===== src/rtl/series_acc.sv =====
// series_acc: sums an arithmetic series, or the squares of its terms, through a
// three-stage pipeline (fetch -> operate -> accumulate).
//
// Parameters
//   DATA_W : term width in bits
//   CNT_W  : term-count width in bits
//   ACC_W  : accumulator width; must be >= 2*DATA_W
//
// Ports
//   clk      : single clock, all state changes on its rising edge
//   reset    : asynchronous active-high reset
//   start    : request a new series, sampled only in IDLE
//   first    : first term value
//   step     : increment between consecutive terms
//   count    : number of terms to sum (0 is legal)
//   mode     : 0 = sum of terms, 1 = sum of squared terms
//   busy     : high in every state except IDLE
//   done     : one-cycle completion pulse
//   sum_out  : accumulator value, wraps modulo 2^ACC_W
//   overflow : sticky carry-out-of-accumulator flag for the current series
module series_acc #(
   parameter int unsigned DATA_W = 10,
   parameter int unsigned CNT_W  = 10,
   parameter int unsigned ACC_W  = 24
) (
   input  logic              clk,
   input  logic              reset,
   input  logic              start,
   input  logic [DATA_W-1:0] first,
   input  logic [DATA_W-1:0] step,
   input  logic [CNT_W-1:0]  count,
   input  logic              mode,
   output logic              busy,
   output logic              done,
   output logic [ACC_W-1:0]  sum_out,
   output logic              overflow
);

   typedef enum logic [1:0] {StIdle, StRun, StDrain, StDone} state_t;

   state_t              state_q;
   logic [DATA_W-1:0]   term_q;
   logic [DATA_W-1:0]   step_q;
   logic [CNT_W-1:0]    remain_q;
   logic                mode_q;
   logic [1:0]          drain_q;

   // Pipeline registers
   logic                s1_valid_q;
   logic [DATA_W-1:0]   s1_data_q;
   logic                s2_valid_q;
   logic [ACC_W-1:0]    s2_data_q;

   logic [2*DATA_W-1:0] term_sq;
   logic [ACC_W-1:0]    s2_next;
   logic [ACC_W:0]      sum_ext;

   always_comb begin
      term_sq = s1_data_q * s1_data_q;
      s2_next = mode_q ? ACC_W'(term_sq) : ACC_W'(s1_data_q);
      // Extra MSB captures the carry out of the accumulator.
      sum_ext = {1'b0, sum_out} + {1'b0, s2_data_q};
   end

   always_ff @(posedge clk or posedge reset) begin
      if (reset) begin
         state_q    <= StIdle;
         term_q     <= '0;
         step_q     <= '0;
         remain_q   <= '0;
         mode_q     <= 1'b0;
         drain_q    <= '0;
         s1_valid_q <= 1'b0;
         s1_data_q  <= '0;
         s2_valid_q <= 1'b0;
         s2_data_q  <= '0;
         busy       <= 1'b0;
         done       <= 1'b0;
         sum_out    <= '0;
         overflow   <= 1'b0;
      end else begin
         // Stages 2 and 3 advance every cycle; invalid slots carry zero.
         s2_valid_q <= s1_valid_q;
         s2_data_q  <= s1_valid_q ? s2_next : '0;
         if (s2_valid_q) begin
            sum_out <= sum_ext[ACC_W-1:0];
            if (sum_ext[ACC_W]) begin
               overflow <= 1'b1;
            end
         end

         s1_valid_q <= 1'b0;
         s1_data_q  <= '0;
         done       <= 1'b0;

         unique case (state_q)
            StIdle: begin
               if (start) begin
                  term_q   <= first;
                  step_q   <= step;
                  remain_q <= count;
                  mode_q   <= mode;
                  sum_out  <= '0;
                  overflow <= 1'b0;
                  busy     <= 1'b1;
                  state_q  <= StRun;
               end
            end

            StRun: begin
               if (remain_q != '0) begin
                  s1_valid_q <= 1'b1;
                  s1_data_q  <= term_q;
                  term_q     <= term_q + step_q;
                  remain_q   <= remain_q - 1'b1;
                  if (remain_q == CNT_W'(1)) begin
                     // Last term is in stage 1: two more edges empty the pipeline.
                     drain_q <= 2'd2;
                     state_q <= StDrain;
                  end
               end else begin
                  // count == 0: wait one drain cycle so latency stays count+3.
                  drain_q <= 2'd1;
                  state_q <= StDrain;
               end
            end

            StDrain: begin
               if (drain_q == 2'd0) begin
                  done    <= 1'b1;
                  state_q <= StDone;
               end else begin
                  drain_q <= drain_q - 1'b1;
               end
            end

            StDone: begin
               busy    <= 1'b0;
               state_q <= StIdle;
            end

            default: begin
               busy    <= 1'b0;
               state_q <= StIdle;
            end
         endcase
      end
   end

endmodule


===== config.mk =====
export PLATFORM = sky130hd
export DESIGN_NAME = series_acc
export DESIGN_NICKNAME = d
export VERILOG_FILES = /design/src/rtl/series_acc.sv
export SDC_FILE = /design/constraint.sdc
export NUM_CORES = 1
export LEC_CHECK = 0
export CAP_MARGIN = 10
export CORE_ASPECT_RATIO = 0.75
export CORE_MARGIN = 5
export CORE_UTILIZATION = 35
export CTS_BUF_LIST = sky130_fd_sc_hd__clkbuf_2 sky130_fd_sc_hd__clkbuf_4 sky130_fd_sc_hd__clkbuf_8
export CTS_CLUSTER_DIAMETER = 60
export DETAILED_ROUTE_END_ITERATION = 16
export HOLD_SLACK_MARGIN = 0.08
export SYNTH_ARGS = -nofsm -noshare
export SYNTH_HDL_FRONTEND = slang
export SYNTH_SLANG_ARGS = --single-unit

===== constraint.sdc =====
create_clock -name clk -period 5.9 [get_ports clk]
set_clock_uncertainty 0.15 [all_clocks]
set_input_delay 1.18 -clock clk [delete_from_list [all_inputs] [get_ports clk]]
set_output_delay 1.18 -clock clk [all_outputs]
set_load 0.02 [all_outputs]

Word-level counts from Yosys, hierarchy flattened. Cells that the tools add are included.

Register bits after elaboration: 94. Input port bits: 34. Output and inout port bits: 27.

$add $sub $neg: 4. Multipliers: 1. Equal/unequal tests: 9. Mux-type cells: 31. Reductions and logical operators: 11.

Operator list (count): 24-bit two-way mux (3); 10-bit two-way mux (6); 20-bit two-way mux (2); 10-bit case mux with 2 select lines (2); 24-bit by 20-bit adder with 25-bit output (1); 10-bit by 10-bit multiplier with 20-bit output (1); 2-bit two-way mux (6); 10-bit adder (1); 10-bit by 1-bit == test with 1-bit output (second input constant) (1); 10-bit nonzero test (1); 10-bit by 1-bit subtractor with 10-bit output (second input constant) (1); 1-bit two-way mux (9); 3-bit AND reduction (3); 2-bit != test (second input constant) (4); 2-bit case mux with 4 select lines (1); 2-bit nonzero test (3); 2-bit == test (second input constant) (2); 2-bit zero test (2); 2-bit case mux with 2 select lines (1); 2-bit AND reduction (2); 3-bit != test (second input constant) (1); 2-bit by 1-bit == test with 1-bit output (second input constant) (1); 1-bit case mux with 2 select lines (1); 2-bit by 1-bit subtractor with 2-bit output (second input constant) (1).

Depth between registers and ports, before layout. Gate-level depths: netlist (run 1).

Depth in word-level cells: 5. Depth in mapped cells: 20. Gate-level depth less buffers: 19.

Worst setup path after synthesis (run 1). Ideal clock, no wire load.

Path kind: register to register. From: register s1_data_q[6]. To: register s2_data_q[16]. Setup time: 0.128 ns. Data arrival time: 4.737 ns. Required time: 5.622 ns. Path slack: 0.884 ns. Cell stages (with the launch flop): 20. Path buffers: 1. Clock period less this slack: 5.016 ns. Path through: dfrtp_1 clkbuf_1 and2_1 fa_1 ha_1 inv_1 fa_1 inv_1 fa_1 inv_1 fa_1 inv_1 ha_1 a21oi_1 nand2b_1 o311ai_2 a21boi_1 o31ai_1 xor2_1 nor2_1.

Cells in the longest elaborated chain, start to end: 3.

RTL lines: from (decl) (line 50) `logic [DATA_W-1:0] s1_data_q;`; from (signal assigned) (line 113) `s1_data_q <= term_q;`; 10-bit by 10-bit multiplier with 20-bit output (line 59) `term_sq = s1_data_q * s1_data_q;`; 20-bit two-way mux (line 60) `s2_next = mode_q ? ACC_W'(term_sq) : ACC_W'(s1_data_q);`; 20-bit two-way mux (line 84) `s2_data_q <= s1_valid_q ? s2_next : '0;`; to (signal assigned) (line 84); to (decl) (line 52) `logic [ACC_W-1:0] s2_data_q;`.

Every way passes these cells. A chain may end at the register's enable or synchronous reset.

Worst setup path in the final report (run 1). Ends and elaborated chain as after synthesis.

==> results of run 1 <==
==> power breakdown <==
part / switching [mW] / internal, mW / total, mW / leakage, nW
combinational: 1.09 / 0.827 / 1.92 / 3.31
clock: 0.242 / 0.214 / 0.456 / 0.107
sequential: 0.283 / 0.861 / 1.14 / 1.24
total: 1.62 / 1.90 / 3.52 / 4.66
==> layout by cell type (no fill, tap or decap), types with 3 or more instances in the layout <==
cell and instances:
or3_1 6, nand4_1 5, and3_1 8, inv_1 98
o21ai_1 4, nor2_1 59, o21ai_0 38, o31ai_1 7
nand3_1 13, nand2b_1 8, clkbuf_8 10, o211ai_1 4
nor3_1 12, o21a_1 6, xor2_1 13, mux2i_1 25
a22oi_1 5, and2_1 43, nand2_1 99, a21o_1 18
a21oi_1 52, nor3b_1 4, xnor2_1 21, clkdlybuf4s50_1 60
buf_4 6, nor2b_1 18, dfrtp_1 94, fa_1 49
ha_1 84, a222oi_1 4, a211oi_1 11, a31oi_1 3
==> area by class of cell <==
cell class,count,area (sq um),share of cell area [%]
timing repair buffer,66,646,6.98
inverter,99,374,4.05
clock inverter,5,57.6,0.623
multi-input combinational,667,5290,57.3
tap,300,375,4.06
clock buffer,11,145,1.57
sequential,94,2350,25.4
==> metal layers <==
| metal | vias to the layer above | GRT usage, % |
|---|---|---|
| met2 | 124 | 21.2 |
| met1 | 2982 | 22.2 |
| met4 | 0 | 2.11 |
| li1 | 3131 | - |
| met5 | - | 0 |
| met3 | 10 | 2.48 |
==> kinds of logic after synthesis <==
group,after synthesis,synth area share (%)
and+or+nand+nor,286,17.1
xor gates and xnor gates,34,3.66
buffers and inverters,131,6.10
adders and majority gates,133,25.0
DFF,94,28.9
muxes,28,3.53
AOI/OAI and AO/OA,186,15.8
==> final timing paths <==
| check | start | end | slack (ns) | cells after the start |
|---|---|---|---|---|
| max in group asynchronous | reset | s2_data_q[15] | 3.52 | 3 |
| max reg2reg | s1_data_q[6] | s2_data_q[16] | 0.51 | 18 |
| min in group asynchronous | reset | sum_out[9] | 1.19 | 2 |
| min | step_q[2] | step_q[2] | 0.34 | 2 |
| max | s1_data_q[6] | s2_data_q[16] | 0.51 | 18 |
| min reg2reg | step_q[2] | step_q[2] | 0.34 | 2 |
==> flip-flops by register name, indices dropped and copies added, names as in the netlist <==
register and cells:
overflow 1, term_q 10, s2_data_q 20, remain_q 10
state_q 2, done 1, s1_valid_q 1, step_q 10
sum_out 24, drain_q 2, mode_q 1, busy 1
s2_valid_q 1, s1_data_q 10
==> synthesized netlist by cell type, drive strengths merged (12+ instances only) <==
library cell | n | area share (%)
and2 | 43 | 3.3
nand2 | 100 | 4.6
nand3 | 13 | 0.80
a21o | 19 | 1.8
a21oi | 53 | 3.4
xor2 | 13 | 1.4
o21ai | 43 | 2.7
nor2b | 18 | 1.4
fa | 49 | 12
clkbuf | 27 | 1.2
nor3 | 12 | 0.74
ha | 84 | 13
a211oi | 13 | 1.3
dfrtp | 94 | 29
inv | 99 | 4.6
xnor2 | 21 | 2.3
nor2 | 59 | 2.7
mux2i | 25 | 3.1
==> through the flow <==
stage,util (%),instances
after detailed placement,39.4,1226
after global routing,40.3,1242
after global placement,39.4,1226
after floorplan,-,892
after CTS,40.3,1242
final,40.3,1242
==> worst max-delay path: stages, from the launching register on <==
cell and delay [ns]:
dfrtp_1 0.57, and2_1 0.24, fa_1 0.43, ha_1 0.29
inv_1 0.05, fa_1 0.53, inv_1 0.05, fa_1 0.53
inv_1 0.05, fa_1 0.52, inv_1 0.04, ha_1 0.35
a21oi_1 0.33, nand2b_1 0.14, o311ai_2 0.27, a21boi_1 0.20
o31ai_1 0.29, xor2_1 0.17, nor2_1 0.06
==> results_dict.tcl, run 1 <==
set metrics [dict create \
    io_pins 61 \
    hpwl_um 14200 \
    clk_pin_slew_ns 0.10 \
    cts_buffers 9 \
    core-area_sq_um 22900 \
    cts_buffer_depth 2 \
    drtPass1Iterations 5 \
    end_kind "register" \
    met2_wirelength_um 7880 \
    critPathArrivalTime_ns 5.49 \
    gp_congestion 0.878 \
    area_delta_synth_final_pct 13.5 \
    worst_slew_pin_slew_ns 0.858 \
    final_nets 1104 \
    whs_ns 0.335 \
    antenna_cells 0 \
    cts_resized 0 \
    io_buffers 60 \
    cap_violations 0 \
    drc 0 \
    max_slew_margin_pct 42.8 \
    hold_violations 0 \
    fmax_mhz 185 \
    dieArea_sq_um 26400 \
    fin_area_sq_um 9240 \
    start_util_pct 35.5 \
    dp_slack_ns 0.497 \
    fillers 2356 \
    cp_data_required_time_ns 6.00 \
    routed_wl_um 18200 \
    p_leak_nw 4.66 \
    rsz0062_at_grt "no" \
    vias 6247 \
    synth_flop_cell "dfrtp_1" \
    tns_ns 0 \
    worstSetupPathType "reg2reg" \
    dpl_cell_area_sq_um 9040 \
    hp-class "reg2reg" \
    drive_gt1_share_pct 4.46 \
    synth_edf_count 0 \
    peakVddDrop_mv 0.179 \
    top_layer "met4" \
    cts_root_buffer "clkbuf_8" \
    drv_slew 0 \
    grt_max_degree 68 \
    setup_ws_ns 0.506 \
    synth_area_sq_um 8140 \
    seq_area_frac_synth_pct 28.9 \
    die_h_um 142 \
    antenna_left 0 \
    final.min_clock_period_ns 5.39 \
    ys_warn_count 0 \
    drtIter0Drc 384 \
    grt_pass1_vias 6121 \
    syn_inst 892 \
    drt-wirelength-per-cell_um 14.6 \
    synth_cell_type_count 73 \
    p_per_area_nw_per_um2 381 \
    grt_usage_pct 14.3 \
    async_flop_share_pct 100 \
    m1WireLength_um 9380 \
    vias_per_cell 5.03 \
    rows 48 \
    clock-sinks 94 \
    die_w_um 186 \
    syn-num-nets 1059 \
    antenna_found_initial 0 \
    htree_num_levels 3 \
    grt_pass1_wl_um 31200 \
    overflow 0 \
    start_kind "register" \
    cts_setup_buffers 0 \
    tritoncts "done" \
    period_share_pct 91.4 \
    worstSkewPairLatency_ns 0.37 \
    ctsHoldBuffers 0 \
    syn_avg_cell_area_sq_um 9.13 \
    setup_viol 0 \
    p_total_mw 3.52 \
    dr_wl_met3_um 769 \
    critical_path.max_fanout 11 \
    status "completed" \
    ys_ff_latch 94 \
]
(Power assumes the default switching activity.)
==> inputs of run 2 (changes only) <==
--- a/config.mk
+++ b/config.mk
@@ -7,2 +7,3 @@
 export LEC_CHECK = 0
+export ABC_AREA = 1
 export CAP_MARGIN = 10
@@ -14,2 +15,3 @@
 export DETAILED_ROUTE_END_ITERATION = 16
+export GPL_ROUTABILITY_DRIVEN = 0
 export HOLD_SLACK_MARGIN = 0.08
--- a/constraint.sdc
+++ b/constraint.sdc
@@ -4,2 +4,2 @@
 set_output_delay 1.18 -clock clk [all_outputs]
-set_load 0.02 [all_outputs]
+set_load 0.1 [all_outputs]
==> results_dict.tcl, run 2 <==
set metrics [dict create \
    status "completed" \
    syn-num-nets 1429 \
    dieArea_sq_um 28700 \
    layout_commonest_cell "nand2_1" \
    hold_violations 0 \
    period_share_pct 86.0 \
    routed_wl_um 22100 \
    drc 0 \
    synth_flop_cell "dfrtp_1" \
    ctsHoldBuffers 0 \
    regMostFlops "sum_out" \
    hpwl_um 17600 \
    grt_max_degree 55 \
    synthTopCellsByCount "nand2_1, inv_1, nor2_1" \
    drtIter0Drc 519 \
    tritoncts "done" \
    switching_power_mw 2.59 \
    cts_resized 0 \
    antenna_found_initial 0 \
    start_util_pct 35.5 \
    syn_avg_cell_area_sq_um 7.05 \
    clock_power_share_pct 9.8 \
    grt_usage_pct 15.7 \
    clock-sinks 94 \
    area_delta_synth_final_pct 12.4 \
    top_regs "sum_out: 24 flops, s2_data_q: 20 flops" \
    rows 50 \
    hp-class "reg2reg" \
    core-area_sq_um 25000 \
    max_slew_margin_pct 27.1 \
    whs_ns 0.356 \
    drive_gt1_share_pct 3.74 \
    cts_buffers 9 \
    die_h_um 148 \
    r2r_start "s1_data_q[7]" \
    synth_cell_type_count 43 \
    internal_power_mw 1.97 \
    cts_setup_buffers 0 \
    final.min_clock_period_ns 5.08 \
    p_per_area_nw_per_um2 456 \
    syn_inst 1262 \
    p_leak_nw 5.73 \
    vias_per_cell 4.72 \
    switching_share_pct 56.7 \
    grt_pass1_vias 7430 \
    hold_depth 2 \
    synth_edf_count 0 \
    setup_viol 0 \
    yosys.area.top_type_share_pct 26.4 \
    p_seq_share_pct 25.7 \
    overflow 0 \
    r2r_end "s2_data_q[18]" \
    cp_data_required_time_ns 6.05 \
    fillers 2654 \
    critical_path.max_fanout 15 \
    io_buffers 60 \
    largest_reg_flops 24 \
    die_w_um 194 \
    grt_pass1_wl_um 37300 \
    drt-wirelength-per-cell_um 13.4 \
    htree_num_levels 3 \
    rrSetupSlack_ns 0.82 \
    worstSkewPairLatency_ns 0.40 \
    r2r_cells 19 \
    clk_pin_slew_ns 0.11 \
    async_flop_share_pct 100 \
    worst_slew_pin_slew_ns 1.09 \
    critPathArrivalTime_ns 5.23 \
    final_nets 1473 \
    cap_violations 0 \
    min_to "step_q[5]" \
    combPwrFrac_pct 64.5 \
    antenna_cells 0 \
    fmax_mhz 197 \
    mostFrequentLayoutCells "nand2_1, inv_1, nor2_1, dfrtp_1, ha_1" \
    ys_warn_count 0 \
    vias 7779 \
    drtPass1Iterations 5 \
    rsz0062_at_grt "no" \
    min-delay-start "step_q[5]" \
    end_kind "register" \
    synthTopCellsByArea "dfrtp_1, nand2_1, ha_1, fa_1, inv_1" \
    tns_ns 0 \
    peakVddDrop_mv 0.382 \
    seq_area_frac_synth_pct 26.4 \
    cts_buffer_depth 2 \
    worstSetupPathType "reg2reg" \
    ys_ff_latch 94 \
    antenna_left 0 \
    cts_root_buffer "clkbuf_8" \
    drv_slew 0 \
    synth_area_sq_um 8890 \
    synth_top_cell_by_area "dfrtp_1" \
    io_pins 61 \
    synth_most_common_cell "nand2_1" \
    start_kind "register" \
]
[run 2: cell count changes in the layout (fill, tap and decap cells not counted), moves of 8 or more]
cell and delta:
a21o_1 -11, nand3_1 +60, a211oi_1 -11, xnor2_1 -17
and3_1 -8, and2_1 -40, o21ai_2 +10, inv_1 +148
mux2i_1 -25, nor2b_1 -18, nor2_1 +80, nand2b_1 -8
nand2_1 +254
[run 2: stage by stage]
stage          std cells  area, sq um  power [mW]  util, %  setup WS (ns)
6_report            1649         9990        4.56     39.9          0.824
4_1_cts             1649         9990        4.59     39.9          0.812
5_1_grt             1649         9990        5.01     39.9          0.466
2_1_floorplan       1262         8890        3.44        -           1.13
3_3_place_gp        1633         9800        4.08     39.2          0.969
3_5_place_dp        1633         9800        4.12     39.2          0.821
[run 2: worst max-delay path by stage]
stage | start | end | slack, ns | cells past startpoint
finish | s1_data_q[7] | s2_data_q[18] | 0.82 | 19
global placement | s1_data_q[7] | s2_data_q[18] | 0.97 | 19
CTS | s1_data_q[7] | s2_data_q[18] | 0.81 | 19
detailed placement | s1_data_q[7] | s2_data_q[18] | 0.82 | 19
global route | s1_data_q[7] | s2_data_q[19] | 0.47 | 19
floorplan | s1_data_q[0] | s2_data_q[16] | 1.13 | 17
[run 2: logic make-up after synthesis]
family	Yosys count	share of synthesized area (%)
flip-flops	94	26.4
AO/OA/AOI/OAI	143	9.66
AND/OR/NAND/NOR	597	27.4
buffers and inverters	279	12.1
adder cells (fa/ha/maj)	133	22.8
XOR/XNOR	16	1.58
[run 2: power groups by stage]
stage / logic (mW) / clock network, mW / registers (mW)
after global placement: 2.91 / 0 / 1.18
after global routing: 3.31 / 0.487 / 1.21
final: 2.94 / 0.448 / 1.17
after floorplan: 1.90 / 0 / 1.54
after detailed placement: 2.94 / 0 / 1.18
after CTS: 2.96 / 0.468 / 1.17
[run 2: routing by layer]
layer  global-route usage [%]  part of all wire (%)
met5                        0                     0
met4                     2.57                  0.91
met3                     2.38                   3.7
met2                     24.2                    43
met1                     23.7                    52
[run 2: cell type report]
class                   instances  area [sq um]  area share (%)
clock buffers                   9           124            1.24
clock inverters                 7          70.1           0.701
inverters                     250           943            9.44
multi-input cells             889          5470            54.7
flip-flops and latches         94          2350            23.5
well taps                     338           423            4.23
repair buffers                 62           616            6.16
[run 2: worst max-delay path: stages, from the launching register on]
cell	delay (ns)
dfrtp_1	0.70
nand2_1	0.17
fa_1	0.50
fa_1	0.55
inv_1	0.06
fa_1	0.50
fa_1	0.54
inv_1	0.05
fa_1	0.53
inv_1	0.04
ha_1	0.30
inv_1	0.06
o21ai_0	0.27
a21oi_1	0.07
nand2_1	0.16
nand3b_1	0.09
nand2_1	0.08
nand2_1	0.05
nand2_1	0.06
nor2_1	0.04
